<file path="src/rtl/bank_xbar_rtn_buf.sv">
//==============================================================================
// Module  : bank_xbar_rtn_buf
// Brief   : Per-channel return FIFOs between the bank SRAM controller and the
//           crossbar, with credit pulses. Optional same-cycle bypass when
//           BANK_XBAR_RTN_BYPASS_EN is defined.
// Revision: 1.0 - initial release
//==============================================================================
`default_nettype none

module bank_xbar_rtn_buf #(
  parameter int CH_NUM  = 3,
  parameter int CH_ID_W = 2,
  parameter int ROB_W   = 3,
  parameter int DATA_W  = 128,
  parameter int DEPTH   = 4
) (
  input  logic                     clk_i,
  input  logic                     rst_i,
  input  logic                     sc_xbar_valid_i,
  output logic                     sc_xbar_ready_o,
  input  logic [CH_ID_W-1:0]       sc_xbar_channel_id_i,
  input  logic [ROB_W-1:0]         sc_xbar_rob_num_i,
  input  logic [DATA_W-1:0]        sc_xbar_data_i,
  output logic [CH_NUM-1:0]        xbar_valid_o,
  input  logic [CH_NUM-1:0]        xbar_ready_i,
  output logic [CH_NUM*ROB_W-1:0]  xbar_rob_num_o,
  output logic [CH_NUM*DATA_W-1:0] xbar_data_o,
  output logic [CH_NUM-1:0]        xbar_isu_credit_o,
  output logic                     err_bad_ch_o
);

  localparam int PTR_W = $clog2(DEPTH);
  localparam int CNT_W = PTR_W + 1;
  localparam int ENT_W = ROB_W + DATA_W;

  logic              legal_ch;
  logic [CH_NUM-1:0] full;
  logic              sel_full;
  logic              accept;
  logic              err_bad_ch;
  logic [ENT_W-1:0]  in_entry;

  assign legal_ch = int'(sc_xbar_channel_id_i) < CH_NUM;
  assign in_entry = {sc_xbar_rob_num_i, sc_xbar_data_i};

  always_comb begin
    sel_full = 1'b0;
    for (int c = 0; c < CH_NUM; c++) begin
      if (sc_xbar_channel_id_i == CH_ID_W'(c)) begin
        sel_full = full[c];
      end
    end
  end

  // Illegal ids are always accepted so a bad beat can never wedge the port.
  assign sc_xbar_ready_o = !rst_i && (!legal_ch || !sel_full);
  assign accept          = sc_xbar_valid_i && sc_xbar_ready_o;

  always_ff @(posedge clk_i or posedge rst_i) begin
    if (rst_i) begin
      err_bad_ch <= 1'b0;
    end else if (accept && !legal_ch) begin
      err_bad_ch <= 1'b1;
    end
  end

  assign err_bad_ch_o = err_bad_ch;

  for (genvar c = 0; c < CH_NUM; c++) begin : g_ch
    logic [ENT_W-1:0] mem [DEPTH];
    logic [PTR_W-1:0] wr_ptr;
    logic [PTR_W-1:0] rd_ptr;
    logic [CNT_W-1:0] count;
    logic             credit;
    logic             hit;
    logic             byp;
    logic             push;
    logic             pop;
    logic             not_empty;
    logic [ENT_W-1:0] head;
    logic [ENT_W-1:0] out_entry;

    assign not_empty = count != '0;
    assign full[c]   = count == CNT_W'(DEPTH);
    assign hit       = accept && legal_ch && (sc_xbar_channel_id_i == CH_ID_W'(c));

`ifdef BANK_XBAR_RTN_BYPASS_EN
    // Beat for an idle, ready channel skips the FIFO entirely.
    assign byp = hit && !not_empty && xbar_ready_i[c];
`else
    assign byp = 1'b0;
`endif

    assign push = hit && !byp;
    assign pop  = not_empty && xbar_ready_i[c];

    always_ff @(posedge clk_i or posedge rst_i) begin
      if (rst_i) begin
        wr_ptr <= '0;
        rd_ptr <= '0;
        count  <= '0;
        credit <= 1'b0;
      end else begin
        if (push) begin
          wr_ptr <= wr_ptr + PTR_W'(1);
        end
        if (pop) begin
          rd_ptr <= rd_ptr + PTR_W'(1);
        end
        count  <= count + CNT_W'(push) - CNT_W'(pop);
        credit <= pop || byp;
      end
    end

    always_ff @(posedge clk_i) begin
      if (push) begin
        mem[wr_ptr] <= in_entry;
      end
    end

    assign head = mem[rd_ptr];

    always_comb begin
      out_entry = '0;
      if (byp) begin
        out_entry = in_entry;
      end else if (not_empty) begin
        out_entry = head;
      end
    end

    assign xbar_valid_o[c]                   = not_empty || byp;
    assign xbar_rob_num_o[c*ROB_W +: ROB_W]  = out_entry[ENT_W-1 -: ROB_W];
    assign xbar_data_o[c*DATA_W +: DATA_W]   = out_entry[DATA_W-1:0];
    assign xbar_isu_credit_o[c]              = credit;
  end

endmodule

`default_nettype wire

</file>
<file path="config.mk">
export PLATFORM = sky130hd
export DESIGN_NAME = bank_xbar_rtn_buf
export DESIGN_NICKNAME = d
export VERILOG_FILES = /design/src/rtl/bank_xbar_rtn_buf.sv
export SDC_FILE = /design/constraint.sdc
export NUM_CORES = 1
export LEC_CHECK = 0
export ABC_AREA = 1
export CORE_MARGIN = 8
export CORE_UTILIZATION = 35
export CTS_CLUSTER_SIZE = 40
export DETAILED_ROUTE_END_ITERATION = 8
export SETUP_SLACK_MARGIN = 0.5
export SLEW_MARGIN = 25
export SYNTH_ARGS = -nofsm -noshare
export SYNTH_HDL_FRONTEND = slang
export SYNTH_SLANG_ARGS = --single-unit
</file>
<file path="constraint.sdc">
create_clock -name clk_i -period 7.35 [get_ports clk_i]
set_clock_uncertainty 0.15 [all_clocks]
set_input_delay 1.47 -clock clk_i [delete_from_list [all_inputs] [get_ports clk_i]]
set_output_delay 1.47 -clock clk_i [all_outputs]
set_load 0.005 [all_outputs]
</file>
==> reports/summary.txt, run 1 <==
Synth unique cells - 26
Final TNS setup - 0 ns
Vias in the first global route - 37200
Final WL - 180 mm
GRT overflow - 0
Area contributors post-synth - edfxtp_1 (76%), nor2_1 (9.7%), o21ai_0 (6.0%)
Commonest cells after routing, fill and taps aside - nor2_1 (1581), edfxtp_1 (1572), o21ai_0 (738), clkdlybuf4s50_1 (539), a21oi_1 (393)
Vias per cell - 4.97
Clk sink count - 1597
Detailed Routing Iterations Pass 1 - 5
Initial DRC count - 3223
Worst hold path type - reg -> reg
Syn Inst Count - 4790
Initial Utilization - 35.2%
GPL Wtd Cong - 0.756
H-tree levels - 4
Die width - 437 um
Worst slew pin tran - 1.03 ns
Critical path required time - 5.73 ns
CTS tree - yes
Maximum number of pins on one net before global-route repair - 219
TritonCTS Buffers - 166
Register area share after synthesis - 77.3%
Worst hold margin - 0.365 ns
Final HPWL DP - 108 mm
CP Launch Type - flip-flop
Worst slack, placed - 1.97 ns
Finished layout cell area - 0.0750 sq mm
Share of layout cells above drive strength 1 - 5.93%
Register bit total from synthesis - 1597
Routing usage on met3 - 3.30%
Core area - 0.176 sq mm
Critical path capture point type - output pin
Most common cell after layout, fill and taps aside - nor2_1
Fin. Hold Viols - 0
Post-synth top area share - 76.3%
Number of port buffers - 539
Setup Buffers After CTS - 0
Latest clock arrival within the worst-skew pair - 0.79 ns
Met1 Use GR - 21.8%
Final-stage net count - 5413
RSZ-0062 raised after global routing - false
Max IR drop VDD - 288 uV
CP Class - reg -> out
CTS max path bufs - 3
Final worst slack - 1.49 ns
WL per Instance - 23.2 um
Fmax - 0.171 GHz
Cells along the critical path - inv_6, buf_4, nor2_1, o21ai_0, a21oi_1, clkdlybuf4s50_1
Crit share post-route - 79.8%
Slowest-stage cell, CP - dfrtp_4
Clock-pin slew on the worst setup and hold paths - 0.06 ns
Power Density - 408 mW/mm^2
Setup-failing EPs final - 0
Met2 usage - 32.2%
DRC errors left - 0
CTS Hold Buffers Added - 0
Post-Route Utilization - 42.6%
Row cnt - 154
Synth area leader - edfxtp_1
Max cap viols - 0
Area delta synth->final - 21.2%
Synth warn - 0
Post-CTS resize count - 0
Syn_nets - 4949
GRT Resource Usage Total - 18.1%
Peak fanout along the critical path - 80
DR vias - 38400
Worst Path Arrival - 4.24 ns
Routed Antenna Nets - 0
Cell Area, Placed - 0.0698 sq mm
Leakage power - 24.2 nW
Initial antenna violation count - 7
Die area - 0.191 sq mm
Chip height - 437 um
Mean post-synth cell area - 12.9 sq um
Final worst path period need - 5.86 ns
Busiest grt layer - met2
Worst path max stage delay - 0.90 ns
Slew Limit Fails - 0
Root buf cell - clkbuf_16
Mapped Area - 0.0619 sq mm
Boundary Pins - 540
Outcome - completed
Slew HR - 31.2%
First-pass GRT wire length - 260 mm
-- state kept, by name, indices dropped and copies added, names as in the netlist --
register      cells
g_ch.mem       1572
g_ch.count        9
g_ch.rd_ptr       6
g_ch.wr_ptr       6
g_ch.credit       3
err_bad_ch_o      1
-- critical path: cells and delay by family, from the launching register on --
family,cells,cell delay (ns)
buffers and inverters,3,1.57
AND/OR/NAND/NOR,1,0.18
flip-flops,1,0.90
AO/OA/AOI/OAI,2,0.57
-- area by class of cell --
class / count / area [sq um]
Inverter: 41 / 199
Tap cell: 2340 / 2930
Fill cell: 15900 / 101000
Clock inverter: 89 / 777
Multi-Input combinational cell: 2843 / 12600
Timing Repair Buffer: 605 / 6330
Antenna cell: 6 / 15.0
Sequential cell: 1597 / 47900
Clock buffer: 207 / 4340
-- cells by family after synthesis --
logic type	count (synthesis)	share of synthesized area, %
AND/OR/NAND/NOR	1633	10.0
AO/OA/AOI/OAI	1179	9.53
flip-flops	1597	77.3
buffers and inverters	350	2.58
XOR/XNOR	11	0.156
adder cells (fa/ha/maj)	20	0.441
-- report_power, final --
| group | switching [mW] | internal [mW] |
|---|---|---|
| clock network | 3.46 | 4.48 |
| registers | 0.421 | 10.3 |
| logic | 7.03 | 4.91 |
| total | 10.9 | 19.7 |
-- cell usage after synthesis (all sizes together) --
master  instances
a21oi         393
buf           191
clkbuf        118
dfrtp          25
edfxtp       1572
fa              3
ha             17
inv            41
nand2          20
nand3           6
nand4           8
nor2         1596
nor3            3
o21ai         786
xnor2           3
xor2            8
-- final timing paths --
check / from / end / slack, ns / cells past startpoint
max: g_ch[2].rd_ptr[1] / xbar_data_o[283] / 1.49 / 6
min reg2reg: err_bad_ch_o / err_bad_ch_o / 0.36 / 2
max in group asynchronous: rst_i / g_ch[2].rd_ptr[1] / 5.81 / 3
min in group asynchronous: rst_i / g_ch[1].credit / 0.91 / 3
min: err_bad_ch_o / err_bad_ch_o / 0.36 / 2
max reg2reg: g_ch[2].count[1] / g_ch[0].mem[2][28] / 4.32 / 9
-- layer usage --
metal,part of all wire (%),up-vias
li1,-,18000
met1,39,19100
met2,52,1070
met3,5.2,251
met4,3.9,0
met5,0,-
-- metrics by stage --
step	total power, mW	instances
floorplan	16.2	4790
global placement	23.1	7422
detailed placement	23.1	7423
CTS	31.1	7719
global route	32.2	7727
finish	30.6	7728
Note: power is estimated with default switching activity, not from simulation.
==> run 2, diff against run 1 <==
==> constraint.sdc (replaced) <==
create_clock -name clk_i -period 5.4 [get_ports clk_i]
set_clock_uncertainty 0.15 [all_clocks]
set_input_delay 1.08 -clock clk_i [delete_from_list [all_inputs] [get_ports clk_i]]
set_output_delay 1.08 -clock clk_i [all_outputs]
set_load 0.005 [all_outputs]
==> reports/summary.txt, run 2 (synthesized netlist as in run 1, its figures left out) <==
Worst hold margin - 0.332 ns (-0.0323 ns)
GRT overflow - 0 (unchanged)
First-pass GRT wire length - 269 mm (+3.3%)
Largest Register - g_ch.mem
Max IR drop VDD - 318 uV (+10%)
Most common cell after layout, fill and taps aside - nor2_1
Worst slew pin tran - 1.05 ns (+0.0171 ns)
CTS Hold Buffers Added - 0 (unchanged)
Maximum number of pins on one net before global-route repair - 111 (-49%)
CP Launch Type - flip-flop
Delay-heaviest family, CP - buffers and inverters
Vias in the first global route - 38300 (+3.0%)
Final-stage net count - 5447 (+0.63%)
Number of port buffers - 539 (unchanged)
Slew HR - 30.1% (-1.1 points)
Leakage power - 24.5 nW (+1.1%)
Power Density - 559 mW/mm^2 (+37%)
Total chip power - 42.2 mW (+38%)
Routed Antenna Nets - 0 (unchanged)
Row cnt - 154 (unchanged)
Fillers - 15900 (+0.44%)
Register area - 0.0479 sq mm (unchanged)
Initial antenna violation count - 9 (+2)
Die width - 437 um (unchanged)
Critical path capture point type - output pin
Worst path max stage delay - 0.73 ns (-0.17 ns)
Vias per cell - 5.02 (+1.0%)
Crit share post-route - 89.8%
Flip-flop count of the largest register after layout - 1572 (unchanged)
CP Class - reg -> out
Finished layout cell area - 0.0755 sq mm (+0.68%)
Worst slack, placed - 0.636 ns (-1.34 ns)
Outcome - completed
Placed cells - 7456 (+0.44%)
Critical path required time - 4.17 ns (-1.56 ns)
Cell Area, Placed - 0.0702 sq mm (+0.60%)
RSZ-0062 raised after global routing - false
GPL Wtd Cong - 0.783 (+3.7%)
Routed met2 length - 94.6 mm (+1.6%)
TritonCTS Buffers - 167 (+0.60%)
Max cap viols - 0 (unchanged)
Latest clock arrival within the worst-skew pair - 0.81 ns (+0.02 ns)
Top Metal Used - met4
Final HPWL DP - 114 mm (+4.9%)
WL per Instance - 23.8 um (+2.5%)
Initial Utilization - 35.2% (unchanged)
Largest regs - g_ch.mem: 1572 flops, g_ch.count: 9 flops
Initial DRC count - 3104 (-3.7%)
Clk sink count - 1597 (unchanged)
Slowest-stage cell, CP - dfrtp_4
Worst path buffer plus inverter count - 3 (unchanged)
Core area - 0.176 sq mm (unchanged)
Clock-pin slew on the worst setup and hold paths - 0.06 ns (about the same)
Share of layout cells above drive strength 1 - 6.57% (+0.64 points)
Boundary Pins - 540 (unchanged)
Detailed Routing Iterations Pass 1 - 5 (unchanged)
H-tree levels - 4 (unchanged)
Area delta synth->final - 22.0%
CTS tree - yes
Setup-failing EPs final - 0 (unchanged)
Commonest cells after routing, fill and taps aside - nor2_1 (1581), edfxtp_1 (1572), o21ai_0 (738), clkdlybuf4s50_1 (539), a21oi_1 (386)
Peak fanout along the critical path - 87 (+8.8%)
Multi-input logic area - 0.0126 sq mm (+0.21%)
Final worst slack - 0.553 ns (-0.932 ns)
Final worst path period need - 4.85 ns
Post-Route M1 WL - 75.4 mm (+7.4%)
GRT Resource Usage Total - 18.7% (+0.58 points)
Cells along the critical path - inv_16, buf_12, o21ai_0, a21oi_1, clkdlybuf4s50_1
Final WL - 185 mm (+3.0%)
Met3 WL - 9.03 mm (-2.6%)
Worst hold path type - reg -> reg
Slew Limit Fails - 0 (unchanged)
Chip height - 437 um (unchanged)
CTS max path bufs - 3 (unchanged)
Die area - 0.191 sq mm (unchanged)
DR vias - 39000 (+1.5%)
Worst Path Arrival - 3.62 ns (-0.62 ns)
Fmax - 0.206 GHz
Fin. Hold Viols - 0 (unchanged)
Final cell count without fillers - 7765 (+0.48%)
DRC errors left - 0 (unchanged)
Root buf cell - clkbuf_16
run 2: cell count changes in the layout (fill, tap and decap cells not counted), sizes merged:
| cell | change |
|---|---|
| buf | +31 |
| bufbuf | +2 |
| bufinv | -2 |
| clkinv | +3 |
| clkinvlp | +1 |
| inv | +2 |
run 2: path summary, 6_finish.rpt:
kind,from,endpoint,slack [ns],cells after the start
max,g_ch[1].rd_ptr[0],xbar_data_o[204],0.55,5
min,err_bad_ch_o,err_bad_ch_o,0.33,2
max reg2reg,g_ch[1].count[1],g_ch[0].mem[3][84],1.97,7
min reg2reg,err_bad_ch_o,err_bad_ch_o,0.33,2
max in group asynchronous,rst_i,g_ch[2].rd_ptr[1],4.10,3
min in group asynchronous,rst_i,g_ch[0].credit,0.60,3
run 2: worst min-delay path, delay by kind of cell (launching register included):
kind	cells	cell delay [ns]
flops	1	0.36
simple gates	1	0.05
buf+inv	1	0.04
run 2: metal layers:
metal  vias to the layer above  global-route usage [%]
met3                       250                    3.00
met2                      1125                    33.0
met4                         0                    6.15
met5                         -                       0
li1                      18000                       -
met1                     19500                    23.5
run 2: where the power goes:
part / switching (mW) / internal, mW / leakage, nW
Sequential: 0.431 / 14.1 / 14.4
Combinational: 9.96 / 6.91 / 7.58
Clock: 4.77 / 6.06 / 2.48
run 2: area by class of cell:
class	count	area share [%]
clock buffers	207	5.80
diodes	6	0.0199
inverters	41	0.293
repair buffers	638	8.99
clock inverters	93	0.972
well taps	2340	3.88
multi-input cells	2843	16.7
flip-flops and latches	1597	63.4
run 2: metrics by stage:
| step | utilization, % | setup TNS (ns) |
|---|---|---|
| 2_1_floorplan | - | -1090.46 |
| 3_3_place_gp | 39.9 | 0 |
| 3_5_place_dp | 39.9 | 0 |
| 4_1_cts | 42.9 | 0 |
| 5_1_grt | 42.9 | 0 |
| 6_report | 42.9 | 0 |
run 2: repair_timing:
action                                  4_1_cts  5_1_grt
setup buffers                                 1        0
gates cloned                                  2        0
endpoints found under the setup margin      139       90
gates resized for setup                      16        5
==> run 3, diff against run 2 <==
--- a/config.mk
+++ b/config.mk
@@ -5,11 +5,11 @@
 export SDC_FILE = /design/constraint.sdc
 export NUM_CORES = 1
 export LEC_CHECK = 0
-export ABC_AREA = 1
 export CORE_MARGIN = 8
 export CORE_UTILIZATION = 35
 export CTS_CLUSTER_SIZE = 40
 export DETAILED_ROUTE_END_ITERATION = 8
+export REMOVE_ABC_BUFFERS = 1
 export SETUP_SLACK_MARGIN = 0.5
 export SLEW_MARGIN = 25
 export SYNTH_ARGS = -nofsm -noshare
==> reports/summary.txt, run 3 <==
Root buf cell - clkbuf_16
CTS tree - yes
Routed met2 length - 78.3 mm (-17%)
Chip height - 433 um (-0.90%)
First-pass GRT wire length - 219 mm (-19%)
GPL Wtd Cong - 0.730 (-6.9%)
Slew HR - 33.4% (+3.3 points)
Die width - 433 um (-0.90%)
Post-synth EDFFs - 1572 (unchanged)
H-tree levels - 4 (unchanged)
Reported net switching power - 10.9 mW (-28%)
Flip-flop count of the largest register after layout - 1572 (unchanged)
Max IR drop VDD - 385 uV (+21%)
Critical path required time - 4.17 ns (about the same)
Fillers - 14800 (-7.0%)
Clock power share - 28.5% (+2.8 points)
Seq pwr share - 38.0% (+3.7 points)
R2R depth - 9 (+2)
Share of layout cells above drive strength 1 - 22.2% (+16 points)
RR Endpoint - g_ch[0].count[2]
Vias in the first global route - 30500 (-20%)
Initial Utilization - 35.1% (-0.12 points)
Largest Register - g_ch.mem
Synth warn - 0 (unchanged)
CTS max path bufs - 3 (unchanged)
CP Launch Type - flip-flop
Commonest cells after routing, fill and taps aside - edfxtp_1 (1572), clkdlybuf4s50_1 (539), and2_1 (395), mux4_2 (393), clkbuf_16 (170)
Boundary Pins - 540 (unchanged)
Synth area leader - edfxtp_1
Fmax - 0.214 GHz (+3.7%)
Pint - 27.5 mW (+1.8%)
WL per Instance - 26.3 um (+11%)
Post-synth top area share - 77.7% (+1.4 points)
Outcome - completed
Async SR Flop Fraction - 1.57% (unchanged)
Final HPWL DP - 96.6 mm (-15%)
Detailed Routing Iterations Pass 1 - 5 (unchanged)
Post-Route M1 WL - 62.1 mm (-18%)
Largest regs - g_ch.mem: 1572 flops, g_ch.count: 9 flops
Area contributors post-synth - edfxtp_1 (78%), mux4_2 (15%), and2_1 (4.2%)
Worst path max stage delay - 0.94 ns (+0.21 ns)
Worst Path Arrival - 3.44 ns (-0.18 ns)
Power Density - 512 mW/mm^2 (-8.4%)
Final-stage net count - 3460 (-36%)
Area delta synth->final - 23.6%
GRT Resource Usage Total - 15.9% (-2.8 points)
Setup-failing EPs final - 0 (unchanged)
R2r setup slk - 2.26 ns (+0.29 ns)
Most common cell after layout, fill and taps aside - edfxtp_1
Max cap viols - 0 (unchanged)
Mapped Area - 0.0608 sq mm (-1.9%)
Cells along the critical path - buf_4, mux4_2, and2_1, clkdlybuf4s50_1
Mean post-synth cell area - 23.2 sq um (+80%)
Clock-pin slew on the worst setup and hold paths - 0.06 ns (about the same)
TritonCTS Buffers - 168 (+0.60%)
Vias per cell - 4.90 (-2.4%)
Placed cells - 5455 (-27%)
Hold EP - err_bad_ch_o
Crit share post-route - 86.5% (-3.2 points)
Critical path capture point type - output pin
Worst slack, placed - 1.30 ns (+0.662 ns)
Initial antenna violation count - 5 (-4)
Top-count cell post-synth - edfxtp_1
Net Sw Frac - 28.4% (-7.5 points)
Total chip power - 38.4 mW (-8.9%)
Clk sink count - 1597 (unchanged)
Final worst slack - 0.727 ns (+0.173 ns)
Final cell count without fillers - 5763 (-26%)
Synth cell count leaders - edfxtp_1 (1572), and2_1 (407), mux4_2 (393), clkbuf_1 (58), buf_2 (49)
Final worst path period need - 4.67 ns (-0.173 ns)
Worst slew pin tran - 0.999 ns (-0.0491 ns)
Register bit total from synthesis - 1597 (unchanged)
Final WL - 152 mm (-18%)
Leakage power - 23.7 nW (-3.2%)
Hold Path Depth - 1 (-1)
Initial DRC count - 2009 (-35%)
Maximum number of pins on one net before global-route repair - 135 (+22%)
Post-CTS resize count - 0 (-16)
Reg-to-Reg Start - g_ch[0].count[2]
Cell Area, Placed - 0.0698 sq mm (-0.62%)
Routed Antenna Nets - 0 (unchanged)
HP Start - err_bad_ch_o
Peak fanout along the critical path - 27 (-69%)
Main synth FF type - edfxtp_1
Comb pwr share - 33.6% (-6.4 points)
Slew Limit Fails - 0 (unchanged)
RSZ-0062 raised after global routing - false
DR vias - 28200 (-28%)
Core area - 0.173 sq mm (-1.5%)
Syn Inst Count - 2615 (-45%)
Worst hold path type - reg -> reg
DRC errors left - 0 (unchanged)
GRT overflow - 0 (unchanged)
Latest clock arrival within the worst-skew pair - 0.81 ns (about the same)
Synth unique cells - 30 (+15%)
Die area - 0.187 sq mm (-1.8%)
CP Class - reg -> out
Register area share after synthesis - 78.7% (+1.5 points)
Finished layout cell area - 0.0751 sq mm (-0.59%)
Fin. Hold Viols - 0 (unchanged)
Met3 WL - 7.00 mm (-23%)
CTS Hold Buffers Added - 0 (unchanged)
Number of port buffers - 539 (unchanged)
Row cnt - 153 (-0.65%)
Worst hold margin - 0.314 ns (-0.0185 ns)
Top Metal Used - met5
Slowest-stage cell, CP - dfrtp_4
==> run 3: stage by stage <==
stage,TNS [ns],util [%]
floorplan,-733.43,-
global placement,0,40.3
detailed placement,0,40.3
CTS,0,43.3
global route,0,43.3
finish,0,43.3
==> run 3: per-layer routing <==
layer / global-route usage (%) / vias to the layer above
met1: 20.4 / 15200
met4: 4.92 / 2
li1: - / 12100
met5: 0 / -
met3: 3.05 / 220
met2: 27.5 / 749
==> run 3: timing repair <==
action | CTS | global route
endpoints found under the setup margin | 0 | 15
buffers inserted | 0 | 1
endpoints found under the hold margin | 0 | 0
==> run 3: worst max-delay path, delay by kind of cell, from the launching register on <==
family,cells,cell delay [ns]
buffers and inverters,2,0.88
DFF,1,0.94
muxes,1,0.60
and+or+nand+nor,1,0.18
==> run 3: how the worst max path moves through the flow <==
stage | from | end | slack, ns | cells past startpoint
after floorplan | g_ch[2].rd_ptr[0] | xbar_data_o[256] | -1.75 | 2
after global placement | sc_xbar_valid_i | g_ch[0].mem[1][54] | 1.36 | 5
after detailed placement | sc_xbar_channel_id_i[0] | g_ch[1].mem[0][45] | 1.30 | 4
after CTS | g_ch[2].rd_ptr[0] | xbar_data_o[292] | 0.52 | 4
after global routing | g_ch[1].rd_ptr[0] | xbar_data_o[167] | 0.52 | 4
final | g_ch[0].rd_ptr[0] | xbar_data_o[28] | 0.73 | 4
==> run 3: area by class of cell <==
type	instances	area, sq um	share of cell area, %
flip-flops and latches	1597	47900	63.7
multi-input cells	859	12100	16.1
repair buffers	657	6910	9.20
clock buffers	208	4400	5.86
well taps	2325	2910	3.87
clock inverters	93	853	1.14
inverters	18	67.6	0.0900
diodes	6	15.0	0.0200
==> run 3: cells by family (layout without fill, tap and decap cells) <==
kind of cell / Yosys count / after routing / share of synthesized area, %
flip-flops: 1597 / 1597 / 78.7
AND/OR/NAND/NOR: 422 / 422 / 4.37
multiplexers: 396 / 396 / 14.6
buffers and inverters: 159 / 976 / 1.46
adder cells (fa/ha/maj): 20 / 20 / 0.449
XOR/XNOR: 16 / 16 / 0.231
AO/OA/AOI/OAI: 5 / 5 / 0.134
other: 0 / 6 / 0
==> run 3: power by group through the flow <==
stage / combinational (mW) / sequential, mW / clock (mW)
5_1_grt: 13.7 / 14.7 / 11.7
6_report: 12.9 / 14.6 / 10.9
2_1_floorplan: 6.00 / 15.5 / 0
3_5_place_dp: 13.2 / 14.9 / 0
3_3_place_gp: 13.2 / 14.9 / 0
4_1_cts: 13.3 / 14.7 / 11.2
